==> src/rtl/yutorina_bus_arbiter_pkg.sv <==
// yutorina_bus_arbiter_pkg: shared bus widths, master count and active-low levels
package yutorina_bus_arbiter_pkg;
    localparam int BusMasterCh = 4;
    localparam int BusOwnerW = 2;
    localparam int WordAddrW = 30;
    localparam int WordDataW = 32;
    localparam logic Enable_ = 1'b0;
    localparam logic Disable_ = 1'b1;
endpackage

==> src/rtl/yutorina_bus_watchdog.sv <==
// yutorina_bus_watchdog: aborts a slave access that waits TIMEOUT cycles for ready
module yutorina_bus_watchdog
    import yutorina_bus_arbiter_pkg::*;
#(
    parameter int TIMEOUT = 255
) (
    input  logic                 clk,
    input  logic                 rst,
    input  logic                 s_as_,
    input  logic                 s_rdy_,
    input  logic [BusOwnerW-1:0] owner,
    input  logic                 owner_chg,
    output logic                 to_hit,
    output logic                 bus_err,
    output logic [BusOwnerW-1:0] err_master
);
    localparam int W = (TIMEOUT > 0) ? $clog2(TIMEOUT + 1) : 1;
    localparam int Lim = (TIMEOUT > 0) ? TIMEOUT - 1 : 0;
    logic [W-1:0] wd_cnt;
    logic waiting, fire;
    // A ready in the firing cycle makes waiting false, so the slave wins the race
    assign waiting = (s_as_ == Enable_) && (s_rdy_ == Disable_) && !owner_chg && !to_hit;
    assign fire = (TIMEOUT > 0) && waiting && (wd_cnt == W'(Lim));
    always_ff @(posedge clk) begin
        if (rst) begin
            wd_cnt <= '0;
            to_hit <= 1'b0;
            bus_err <= 1'b0;
            err_master <= '0;
        end else begin
            wd_cnt <= (waiting && TIMEOUT > 0) ? wd_cnt + 1'b1 : '0;
            to_hit <= fire;
            bus_err <= fire;
            if (fire) err_master <= owner;
        end
    end
endmodule

==> src/rtl/yutorina_bus_arbiter.sv <==
// yutorina_bus_arbiter: round-robin arbiter and master-side mux for the shared bus
module yutorina_bus_arbiter
    import yutorina_bus_arbiter_pkg::*;
#(
    parameter int TIMEOUT = 255
) (
    input  logic                             clk,
    input  logic                             rst,
    input  logic [BusMasterCh-1:0]           m_req_,
    output logic [BusMasterCh-1:0]           m_grnt_,
    input  logic [BusMasterCh*WordAddrW-1:0] m_addr,
    input  logic [BusMasterCh-1:0]           m_as_,
    input  logic [BusMasterCh-1:0]           m_rw,
    input  logic [BusMasterCh*WordDataW-1:0] m_w_data,
    output logic [BusMasterCh-1:0]           m_rdy_,
    output logic [WordDataW-1:0]             m_r_data,
    output logic [WordAddrW-1:0]             s_addr,
    output logic                             s_as_,
    output logic                             s_rw,
    output logic [WordDataW-1:0]             s_w_data,
    input  logic                             s_rdy_,
    input  logic [WordDataW-1:0]             s_r_data,
    output logic                             bus_err,
    output logic [BusOwnerW-1:0]             err_master
);
    logic [BusOwnerW-1:0] owner, owner_nx;
    logic to_hit;
    // Scan downwards so the nearest requester after the owner wins
    always_comb begin
        owner_nx = owner;
        if (m_req_[owner] == Disable_)
            for (int k = BusMasterCh - 1; k > 0; k--)
                if (m_req_[owner + BusOwnerW'(k)] == Enable_) owner_nx = owner + BusOwnerW'(k);
    end
    always_ff @(posedge clk) begin
        if (rst) begin
            owner <= '0;
            m_grnt_ <= 4'b1110;
        end else begin
            owner <= owner_nx;
            m_grnt_ <= ~(4'b0001 << owner_nx);
        end
    end
    assign s_addr = m_addr[owner*WordAddrW +: WordAddrW];
    assign s_w_data = m_w_data[owner*WordDataW +: WordDataW];
    assign s_rw = m_rw[owner];
    assign s_as_ = to_hit ? Disable_ : m_as_[owner];
    assign m_r_data = to_hit ? '0 : s_r_data;
    always_comb begin
        m_rdy_ = '1;
        m_rdy_[owner] = to_hit ? Enable_ : s_rdy_;
    end
    yutorina_bus_watchdog #(.TIMEOUT(TIMEOUT)) u_wd (
        .clk(clk),
        .rst(rst),
        .s_as_(s_as_),
        .s_rdy_(s_rdy_),
        .owner(owner),
        .owner_chg(owner_nx != owner),
        .to_hit(to_hit),
        .bus_err(bus_err),
        .err_master(err_master)
    );
endmodule

==> config.mk <==
export PLATFORM = sky130hd
export DESIGN_NAME = yutorina_bus_arbiter
export DESIGN_NICKNAME = d
export VERILOG_FILES = /design/src/rtl/yutorina_bus_arbiter_pkg.sv /design/src/rtl/yutorina_bus_watchdog.sv /design/src/rtl/yutorina_bus_arbiter.sv
export SDC_FILE = /design/constraint.sdc
export NUM_CORES = 1
export LEC_CHECK = 0
export CAP_MARGIN = 5
export CORE_AREA = 10 10 150 152
export CTS_CLUSTER_DIAMETER = 80
export DETAILED_ROUTE_END_ITERATION = 6
export DIE_AREA = 0 0 160 162
export HOLD_SLACK_MARGIN = 0.05
export PLACE_DENSITY = 0.61
export SLEW_MARGIN = 15
export SYNTH_ARGS = -nofsm -noshare
export SYNTH_HDL_FRONTEND = slang
export SYNTH_SLANG_ARGS = --single-unit
==> constraint.sdc <==
create_clock -name clk -period 3.1 [get_ports clk]
set_input_delay 0.775 -clock clk [delete_from_list [all_inputs] [get_ports clk]]
set_output_delay 0.775 -clock clk [all_outputs]
set_load 0.02 [all_outputs]
==> impl_results.md <==
- Synthesized cell area: 2660 um^2
- Pre-Repair DR Iteration Count: 5
- First-pass GRT wire length: 28800 um
- Vias in the first global route: 4185
- CTS Buffer Depth: 2
- Max-Cap Viols: 0
- Final setup margin: 0.0518 ns
- Num CTS Buffers: 3
- # port buffers: 401
- Status: completed
- Ys flop type: dfxtp_1
- Register-to-register setup slack: 0.45 ns
- Clk_lat worst skew: 0.25 ns
- Setup Viol. Count Final: 0
- Post-synth EDFFs: 0
- Setup crit end kind: primary output
- Row cnt: 51
- Clk_skew: 0.00147 ns
- Die height: 162 um
- Setup TNS: 0 ns
- Achievable Freq: 328 MHz
- Synth async-reset ratio: 0%
- Worst setup path class: input port to primary output
- Vias per cell: 4.17
- Routed wire length: 20400 um
- Worst Hold Class: register to register
- Die Area: 25900 um^2
- Critical Path RT: 2.32 ns
- Final Hold Viols: 0
- RD Place Congestion: 0.883
- Critical path arrival: 2.27 ns
- Tmin final: 3.05 ns
- Drt drc: 0
- Clock sinks: 17
- Slew headroom: 68.5%
- Post-CTS Setup Bufs: 0
- Root buffer cell: clkbuf_16
- Sequential fraction of the synthesis area: 12.8%
- Grt ovf: 0
- VDD IR max: 0.260 mV
- Starting density of the core: 13.7%
- Detailed Place HPWL: 18700 um
- Dpl ws: -0.128 ns
- Initial antenna violation count: 3
- Initial DRC Count: 140
- Area grow syn2layout: 165%
- PwrDens: 484 nW/um^2
- Worst-Margin Slew: 0.472 ns
- Nets: 906
- Clock transition at path regs: 0.05 ns
- I/O Pins: 402
- CTS tree: done
- Leak pwr: 2.46 nW
- Yosys reg bits: 17
- Yosys cell types: 34
- Share of layout cells above drive strength 1: 13.9%
- Slew Viols, Final: 0
- Total global-route track usage: 14.6%
- DR vias: 3628
- Core Area: 19400 um^2
- Die width: 160 um
- CTS H-Tree Depth: 1
- Antenna-violating nets left: 0
- Crit start category: input port
- Syn nets: 517
- Syn. warnings: 0
- Gate Count Post-Synth: 216
- Crit path max fanout: 1
- Largest net degree at the start of global routing: 47
- RSZ-0062 raised after global routing: no
- Drt wl/cell: 23.5 um
- Final period util: 98.3%
- Synth Area per Inst: 12.3 um^2
-- final cells by class --
type	instances	area (um^2)
fill	1937	12300
timing repair buffer	406	4080
multi-input combinational	172	2200
sequential	17	348
tap	265	332
clock buffer	4	78.8
inverter	5	18.8
antenna	2	5.00
-- cell usage in the layout (no fill, tap or decap), drive strengths merged, types with 2 or more instances in the layout --
cell           netlist  final
nor3                 2      2
mux2i                6      6
clkdlybuf4s50        0    395
xor2                 3      3
clkbuf              10      4
a21oi                2      2
mux4                66     66
ha                   6      6
nor2b               32     32
a31oi                2      2
nor2                15     15
diode                0      2
nand2                8      8
inv                  5      5
dlygate4sd2          0      3
nand3                5      5
nand2b               6      6
xnor2                4      4
dfxtp               17     17
buf                 12      7
and3                 2      2
-- timing repair --
item,CTS,global route
hold buffers,0,0
setup endpoints to repair,3,1
gates resized for setup,3,1
-- flip-flops by register name (all words and copies together) (netlist names) --
name and count:
m_grnt_ 4, owner 2, u_wd.err_master 2, u_wd.to_hit 1
u_wd.wd_cnt 8
-- power breakdown --
| group | total, mW | internal (mW) | switching (mW) |
|---|---|---|---|
| clock | 0.254 | 0.174 | 0.0800 |
| sequential | 0.324 | 0.256 | 0.0677 |
| combinational | 2.84 | 1.59 | 1.25 |
-- critical path: stages --
cell and delay, ns:
clkdlybuf4s50_1 0.45, mux4_2 0.48, clkdlybuf4s50_1 0.56
-- path summary, 6_finish.rpt --
path / start / end / cells past startpoint
setup / recovery: m_addr[83] / s_addr[23] / 3
hold / removal: u_wd.wd_cnt[0] / u_wd.wd_cnt[0] / 1
setup reg to reg: owner[1] / u_wd.wd_cnt[5] / 8
hold reg to reg: u_wd.wd_cnt[0] / u_wd.wd_cnt[0] / 1
-- kinds of logic (layout without fill, tap and decap cells) --
kind of cell	Yosys count	in the layout	synth area share, %
AOI/OAI and AO/OA	12	12	3.48
and+or+nand+nor	75	75	16.0
muxes	72	72	58.1
adders and majority gates	6	6	2.82
other	0	2	0
DFF	17	17	12.8
xor gates and xnor gates	7	7	2.30
buffers and inverters	27	415	4.51
-- metal layers --
| layer | wire length (um) | vias up | track usage, % | part of all wire, % |
|---|---|---|---|---|
| li1 | - | 1643 | - | - |
| met1 | 6660 | 1714 | 13.9 | 33 |
| met2 | 11000 | 243 | 27.6 | 54 |
| met3 | 2300 | 24 | 6.90 | 11 |
| met4 | 482 | 4 | 3.76 | 2.4 |
| met5 | 25 | - | 0 | 0.12 |
-- cells in the mapped netlist (2+ instances only) --
library cell | number | area [um^2]
a21oi_1 | 2 | 10.0
a31oi_1 | 2 | 12.5
and3_1 | 2 | 12.5
buf_1 | 2 | 7.51
buf_2 | 9 | 45.0
clkbuf_1 | 10 | 37.5
dfxtp_1 | 17 | 340
ha_1 | 6 | 75.1
inv_1 | 4 | 15.0
mux2i_1 | 6 | 60.1
mux4_2 | 66 | 1490
nand2_1 | 8 | 30.0
nand2b_1 | 6 | 37.5
nand3_1 | 5 | 25.0
nor2_1 | 15 | 56.3
nor2b_1 | 32 | 200
nor3_2 | 2 | 20.0
xnor2_1 | 4 | 35.0
xor2_1 | 3 | 26.3
-- metrics by stage --
step / hold slack [ns] / area, um^2 / instances / total power, mW / util, %
2_1_floorplan: 0.430 / 2660 / 216 / 1.85 / -
3_3_place_gp: 0.443 / 6980 / 865 / 3.20 / 36.0
3_5_place_dp: 0.461 / 6980 / 865 / 3.23 / 36.0
4_1_cts: 0.474 / 7060 / 869 / 3.48 / 36.4
5_1_grt: 0.501 / 7060 / 870 / 3.61 / 36.4
6_report: 0.467 / 7070 / 871 / 3.42 / 36.4
(Power assumes the default switching activity.)
